## src/rtl/math_adder_pkg.sv

```systemverilog
// Shared types and constants for the Brent-Kung adder sum pipeline.
// The result record is fixed at the default width; wider instances build the same layout locally.
package math_adder_pkg;

  localparam int SUM_N     = 8;
  localparam int BUF_DEPTH = 2;

  typedef struct packed {
    logic [SUM_N-1:0] sum;
    logic             cout;
    logic             ovf;
  } sum_rec_t;

  // Width of one packed result record for an n-bit adder.
  function automatic int rec_width(input int n);
    return n + 2;
  endfunction

endpackage

```

## src/rtl/math_adder_brent_kung_sum.sv

```systemverilog
// Final XOR stage of a prefix adder: sum, carry-out and signed overflow.
// Latency: combinational, zero cycles.
// Backpressure: none, this slice has no handshake.
module math_adder_brent_kung_sum #(
  parameter int N = 8
) (
  input  logic [N:0]   gg,
  input  logic [N:0]   p,
  output logic [N-1:0] sum,
  output logic         cout,
  output logic         ovf
);

  // p[0] has no meaning; the carry-in already lives in gg[0].
  logic unused_p0;
  assign unused_p0 = p[0];

  assign sum  = p[N:1] ^ gg[N-1:0];
  assign cout = gg[N];
  // Carry into the sign bit differs from carry out of it.
  assign ovf  = gg[N] ^ gg[N-1];

endmodule

```

## src/rtl/math_adder_brent_kung_sum_pipe.sv

```systemverilog
// Sum stage of the Brent-Kung adder with a 2-entry elastic output buffer.
// Latency: 1 cycle from push into an empty buffer to o_valid; 1 result/cycle sustained.
// Backpressure: o_ready depends only on registered occupancy, no path from i_ready.
module math_adder_brent_kung_sum_pipe
  import math_adder_pkg::*;
#(
  parameter int N = 8
) (
  input  logic         i_clk,
  input  logic         i_rst_n,
  input  logic         i_valid,
  output logic         o_ready,
  input  logic [N:0]   i_gg,
  input  logic [N:0]   i_p,
  output logic         o_valid,
  input  logic         i_ready,
  output logic [N-1:0] o_sum,
  output logic         o_cout,
  output logic         o_ovf
);

  typedef struct packed {
    logic [N-1:0] sum;
    logic         cout;
    logic         ovf;
  } entry_t;

  localparam logic [1:0] FULL_CNT = 2'(BUF_DEPTH);

  entry_t     mem [BUF_DEPTH];
  entry_t     new_entry;
  logic       wr_ptr;
  logic       rd_ptr;
  logic [1:0] count;
  logic       push;
  logic       pop;

  math_adder_brent_kung_sum #(
    .N (N)
  ) u_sum (
    .gg   (i_gg),
    .p    (i_p),
    .sum  (new_entry.sum),
    .cout (new_entry.cout),
    .ovf  (new_entry.ovf)
  );

  assign o_ready = (count != FULL_CNT);
  assign o_valid = (count != 2'd0);
  assign push    = i_valid && o_ready;
  assign pop     = o_valid && i_ready;

  // Storage is written only on push, so idle-cycle X on the inputs never lands.
  always_ff @(posedge i_clk or negedge i_rst_n) begin
    if (!i_rst_n) begin
      for (int i = 0; i < BUF_DEPTH; i++) begin
        mem[i] <= '0;
      end
      wr_ptr <= 1'b0;
      rd_ptr <= 1'b0;
      count  <= 2'd0;
    end else begin
      if (push) begin
        mem[wr_ptr] <= new_entry;
        wr_ptr      <= ~wr_ptr;
      end
      if (pop) begin
        rd_ptr <= ~rd_ptr;
      end
      case ({push, pop})
        2'b10:   count <= count + 2'd1;
        2'b01:   count <= count - 2'd1;
        default: count <= count;
      endcase
    end
  end

  assign o_sum  = mem[rd_ptr].sum;
  assign o_cout = mem[rd_ptr].cout;
  assign o_ovf  = mem[rd_ptr].ovf;

endmodule

```

## config.mk

```make
export PLATFORM = sky130hd
export DESIGN_NAME = math_adder_brent_kung_sum_pipe
export DESIGN_NICKNAME = d
export VERILOG_FILES = /design/src/rtl/math_adder_pkg.sv /design/src/rtl/math_adder_brent_kung_sum.sv /design/src/rtl/math_adder_brent_kung_sum_pipe.sv
export SDC_FILE = /design/constraint.sdc
export NUM_CORES = 1
export LEC_CHECK = 0
export ABC_AREA = 1
export CORE_UTILIZATION = 52
export DETAILED_ROUTE_END_ITERATION = 16
export PLACE_DENSITY_LB_ADDON = 0.1
export SYNTH_ARGS = -nofsm -noshare
export SYNTH_HDL_FRONTEND = slang
export SYNTH_HIERARCHICAL = 1
export SYNTH_SLANG_ARGS = --single-unit
```

## constraint.sdc

```tcl
create_clock -name i_clk -period 2.4 [get_ports i_clk]
set_input_delay 0.48 -clock i_clk [delete_from_list [all_inputs] [get_ports i_clk]]
set_output_delay 0.48 -clock i_clk [all_outputs]
set_load 0.01 [all_outputs]
```

==> flow_summary.json, run 1 <==
{
  "antenna_found_initial": 0,
  "routabilityCongestion": 0.754,
  "wire_per_inst_um": 11.9,
  "routed_wl_um": 3020,
  "cp-start-kind": "flop",
  "synth.most_common_cell": "nand2_1",
  "power_density_nw_per_um2": 1130,
  "crit_buf_inv": 2,
  "p_leak_uw": 0.000981,
  "yosys_register_bits": 24,
  "dr.pass1.iters": 4,
  "clock-skew-final_ps": 5.46,
  "rsz0062_at_grt": "false",
  "areaGrowthSynthToFinish_pct": 23.7,
  "crit_type": "reg2out",
  "final_layout_size_suffix_gt1_frac": 0.0536,
  "drv_cap": 0,
  "whs_path_depth": 2,
  "cts_tree": "yes",
  "detailed_place_hpwl_um": 2180,
  "setup_tns_ps": 0,
  "grt_pass1_vias": 1193,
  "reg2regPathDepth": 8,
  "cp_slowest_cell": "clkdlybuf4s50_1",
  "cp_max_fo": 11,
  "worstPathRequired_ps": 1920,
  "grt_pass1_wl_um": 4960,
  "final_max_slew_viol_count": 0,
  "start_util": 0.557,
  "yosysTopAreaCellShare": 0.432,
  "rr_startpoint": "count[0]$_DFFE_PN0P_",
  "reg2reg_slack_ps": 880,
  "worst_setup_path_end_kind": "primary output",
  "die_area_um2": 2890,
  "stdcell_count": 254,
  "period_needed_ps": 2190,
  "place_ws_ps": 407,
  "synth.avg_cell_area_um2": 7.17,
  "viasPerCell": 5.11,
  "hold_buffers": 0,
  "fp.dieW_um": 53.7,
  "fin_crit_sh": 0.911,
  "ys_top_cells_by_area": "dfrtp_1 (43%), nand2_1 (29%), nand4_1 (9.4%)",
  "cts_setup_buffers": 0,
  "critPathTopFamily": "buffers and inverters",
  "grt_max_degree": 25,
  "critPathMaxStageDelay_ps": 530,
  "finalPower_uw": 1950,
  "ant_nets": 0,
  "synthFlopType": "dfrtp_1",
  "hold_ws_ps": 488,
  "rr_endpoint": "count[1]$_DFFE_PN0P_",
  "placed_cells": 250,
  "diodes": 0,
  "min_to": "mem[9]$_DFFE_PN0P_",
  "grt_overflow": 0,
  "cts-resized-gates": 0,
  "ys_types": 15,
  "cp_cell_sequence": "inv_1, nand2_1, nand2_1, clkdlybuf4s50_1",
  "synth_top_cell_by_area": "dfrtp_1",
  "clock-root-buffer": "clkbuf_4",
  "fmax_mhz": 458,
  "drtIter0Drc": 35,
  "synth-warning-count": 6,
  "setup_slack_ps": 214,
  "hold_start": "mem[9]$_DFFE_PN0P_",
  "drc": 0,
  "yosysSeqAreaShare": 0.432,
  "htree_levels": 1,
  "grtUsageTotal": 0.245,
  "ctsLongestPathBuffers": 2,
  "netlist_top_cells_count": "nand2_1 (108), dfrtp_1 (24), inv_1 (23)",
  "numCtsBuffers": 3,
  "crit_arrival_ps": 1710,
  "final-hold-violation-count": 0,
  "nets": 248,
  "syn-cell-area_um2": 1390,
  "num_rows": 18,
  "path_clk_slew_ps": 130,
  "syn-num-nets": 217,
  "cts_sinks": 24,
  "peakVddDrop_v": 0.000782,
  "core_um2": 2500,
  "netlist_instances": 194,
  "async_reset_ff_frac": 1.00,
  "portBuffers": 32,
  "clkLatencyLatePin_ps": 320,
  "ios": 34,
  "die_h_um": 53.7,
  "worst-slew-pin-transition_ps": 493,
  "vias": 1299,
  "hold_path_class": "reg2reg",
  "synth-edff-count": 0,
  "max_slew_margin": 0.672,
  "fillers": 217,
  "final-setup-viol-count": 0,
  "crit_top_cell": "nand2_1",
  "status": "completed"
}
==> cell families after synthesis <==
| logic type | share of synthesized area |
|---|---|
| AND/OR/NAND/NOR | 0.421 |
| buffers and inverters | 0.132 |
| flip-flops | 0.432 |
| XOR/XNOR | 0.00630 |
| adder cells (fa/ha/maj) | 0.00899 |
==> tightest hold or removal path, cell delays in order, from the launching register on <==
cell and delay (ps):
dfrtp_1 370, nand2_1 50, nand2_1 40
==> metal layers <==
layer  vias to the layer above  track usage  wire length (µm)
li1                        661            -                 -
met1                       600        0.292              1280
met2                        34        0.438              1560
met3                         4       0.0254               128
met4                         0        0.110                44
met5                         -            0                 0
==> where the power goes <==
part           total [µW]  switching (µW)  internal, µW
Sequential            736             145           591
Combinational        1000             551           449
Clock                 216             124          92.7
Total                1950             820          1130
==> per-stage QoR <==
stage | cell area [µm²] | utilization
finish | 1720 | 0.689
detailed placement | 1690 | 0.674
CTS | 1720 | 0.689
floorplan | 1390 | -
global route | 1720 | 0.689
global placement | 1690 | 0.674
==> registers in the layout (all words and copies together) (netlist names) <==
name	count
count	2
mem	20
rd_ptr	1
wr_ptr	1
==> area by class of cell <==
| class | instances | area (µm²) | area share |
|---|---|---|---|
| Multi-Input combinational cell | 136 | 607 | 0.352 |
| Timing Repair Buffer | 36 | 350 | 0.203 |
| Clock buffer | 4 | 36.3 | 0.0211 |
| Inverter | 24 | 90.1 | 0.0523 |
| Tap cell | 30 | 37.5 | 0.0218 |
| Sequential cell | 24 | 601 | 0.349 |
==> placed cells by master (no fill, tap or decap) <==
cell and n:
nand2_4 1, clkbuf_4 3, xnor2_1 1, nand4_1 21, ha_1 1, inv_2 1, nand3_2 1, nand3_1 2
clkbuf_8 1, clkdlybuf4s50_1 32, inv_1 23, dfrtp_1 24, nand2_1 108, buf_4 4, nand3_4 1
==> worst max-delay path by stage <==
stage,slack (ps),cells after the start,start,end
floorplan,1040,9,count[0]$_DFFE_PN0P_,count[1]$_DFFE_PN0P_
global placement,450,7,i_valid,count[1]$_DFFE_PN0P_
detailed placement,410,7,i_valid,count[1]$_DFFE_PN0P_
CTS,180,4,rd_ptr$_DFFE_PN0P_,o_sum[1]
global route,100,4,rd_ptr$_DFFE_PN0P_,o_sum[6]
finish,210,4,rd_ptr$_DFFE_PN0P_,o_sum[1]
(Power assumes the default switching activity.)
==> inputs of run 2 (changes only) <==
Settings changed: SETUP_SLACK_MARGIN from default to 0.02.
==> results of run 2 <==
The final DEF is identical to that of run 1; final timing and power are the same.
==> inputs of run 3 (changes only) <==
Settings changed: CTS_CLUSTER_SIZE from default to 24, PLACE_DENSITY from default to 0.81, PLACE_DENSITY_LB_ADDON 0.1 to default.
==> run 3 against run 2 <==
Setup slack improved by 0.65 ps. Fmax about the same. Core utilization decreased by 0.85 points. Sequential power decreased by 1%. Final cell count decreased by 0.79%. Total power decreased by 2.7%. First-iteration DRC count increased by 11%. Critical path depth unchanged. Design area decreased by 1.2%. Sequential cell count unchanged. Critical path type unchanged. Highest routed layer unchanged.
==> flow_summary.json, run 3 (synthesis results as in run 1) <==
{
  "fmax_mhz": 458,
  "die_area_um2": 2890,
  "hold_buffers": 0,
  "critPathMaxStageDelay_ps": 530,
  "die_h_um": 53.7,
  "fin_crit_sh": 0.910,
  "ant_nets": 0,
  "peakVddDrop_v": 0.000643,
  "nets": 247,
  "cts_sinks": 24,
  "hold_ws_ps": 486,
  "fillers": 234,
  "rsz0062_at_grt": "false",
  "clock-skew-final_ps": 1.91,
  "crit_type": "reg2out",
  "placed_cells": 249,
  "vias": 1324,
  "crit_top_cell": "nand2_1",
  "ctsLongestPathBuffers": 2,
  "final_cell_mix": "nand2_1 (108), clkdlybuf4s50_1 (32), dfrtp_1 (24)",
  "worst-slew-pin-transition_ps": 471,
  "largestRegisters": "mem (20), count (2)",
  "p_leak_uw": 0.000969,
  "max_slew_margin": 0.686,
  "critPathTopFamily": "buffers and inverters",
  "cp_cell_sequence": "inv_1, nand2_1, nand2_1, clkdlybuf4s50_1",
  "numCtsBuffers": 3,
  "crit_buf_inv": 2,
  "power_density_nw_per_um2": 1120,
  "drc": 0,
  "grt_pass1_wl_um": 4950,
  "crit_arrival_ps": 1700,
  "top_register": "mem",
  "clkLatencyLatePin_ps": 310,
  "antenna_found_initial": 0,
  "num_rows": 18,
  "wire_per_inst_um": 11.8,
  "cts_setup_buffers": 0,
  "cp_max_fo": 11,
  "hold_path_class": "reg2reg",
  "place_ws_ps": 577,
  "final_layout_size_suffix_gt1_frac": 0.0450,
  "worst_setup_path_end_kind": "primary output",
  "portBuffers": 32,
  "drv_cap": 0,
  "setup_tns_ps": 0,
  "final_max_slew_viol_count": 0,
  "htree_levels": 1,
  "largest_reg_flops": 20,
  "routabilityCongestion": 0.741,
  "drtIter0Drc": 39,
  "setup_slack_ps": 215,
  "cts_tree": "yes",
  "detailed_place_hpwl_um": 2120,
  "start_util": 0.557,
  "ios": 34,
  "viasPerCell": 5.25,
  "multi_input_area_um2": 607,
  "grt_pass1_vias": 1257,
  "grt_overflow": 0,
  "final-hold-violation-count": 0,
  "cp-start-kind": "flop",
  "final-setup-viol-count": 0,
  "final_util": 0.680,
  "stdcell_count": 252,
  "clock-root-buffer": "clkbuf_4",
  "core_um2": 2500,
  "status": "completed",
  "cp_slowest_cell": "clkdlybuf4s50_1",
  "fp.dieW_um": 53.7,
  "grt_max_degree": 25,
  "areaGrowthSynthToFinish_pct": 22.2,
  "period_needed_ps": 2180,
  "cts-resized-gates": 0,
  "grtUsageTotal": 0.236,
  "diodes": 0,
  "final_common_cell": "nand2_1",
  "routed_wl_um": 2970,
  "dr.pass1.iters": 4,
  "seqCellArea_um2": 601,
  "path_clk_slew_ps": 130,
  "worstPathRequired_ps": 1920
}
-- run 3: cell types whose count changed in the layout (fill, tap and decap cells not counted), sizes merged --
| cell | before | now |
|---|---|---|
| buf | 4 | 3 |
| clkbuf | 4 | 3 |
-- run 3: layout make-up --
| cell class | count | area share |
|---|---|---|
| clock buffer | 3 | 0.0132 |
| multi-input combinational | 136 | 0.357 |
| timing repair buffer | 35 | 0.202 |
| inverter | 24 | 0.0530 |
| sequential | 24 | 0.353 |
| tap | 30 | 0.0221 |
-- run 3: through the flow --
stage | area (µm²) | power, µW
2_1_floorplan | 1390 | 1370
5_1_grt | 1700 | 2060
4_1_cts | 1700 | 1910
3_5_place_dp | 1680 | 1730
3_3_place_gp | 1680 | 1690
6_report | 1700 | 1900
-- run 3: per-layer routing --
layer  share of wire  global-route usage  vias to the layer above
met3           0.041              0.0282                        4
li1                -                   -                      666
met1            0.42               0.243                      617
met2            0.53               0.477                       37
met4           0.011              0.0789                        0
met5               0                   0                        -
-- run 3: tightest hold or removal path, cell delays in order, from the launching register on --
cell	delay, ps
dfrtp_1	360
nand2_1	50
nand2_1	50
-- run 3: report_power, final --
group	switching, µW	internal (µW)
sequential	138	591
clock	116	58.6
combinational	548	448
-- run 3: final timing paths --
check	from	to	slack [ps]	cells after the start
worst max-delay path	rd_ptr$_DFFE_PN0P_	o_sum[2]	220	4
max in group asynchronous	i_rst_n	mem[4]$_DFFE_PN0P_	1650	2
worst min-delay path	mem[10]$_DFFE_PN0P_	mem[10]$_DFFE_PN0P_	490	2
worst min register to register	mem[10]$_DFFE_PN0P_	mem[10]$_DFFE_PN0P_	490	2
min in group asynchronous	i_rst_n	mem[0]$_DFFE_PN0P_	520	2
worst max register to register	count[0]$_DFFE_PN0P_	count[1]$_DFFE_PN0P_	850	8
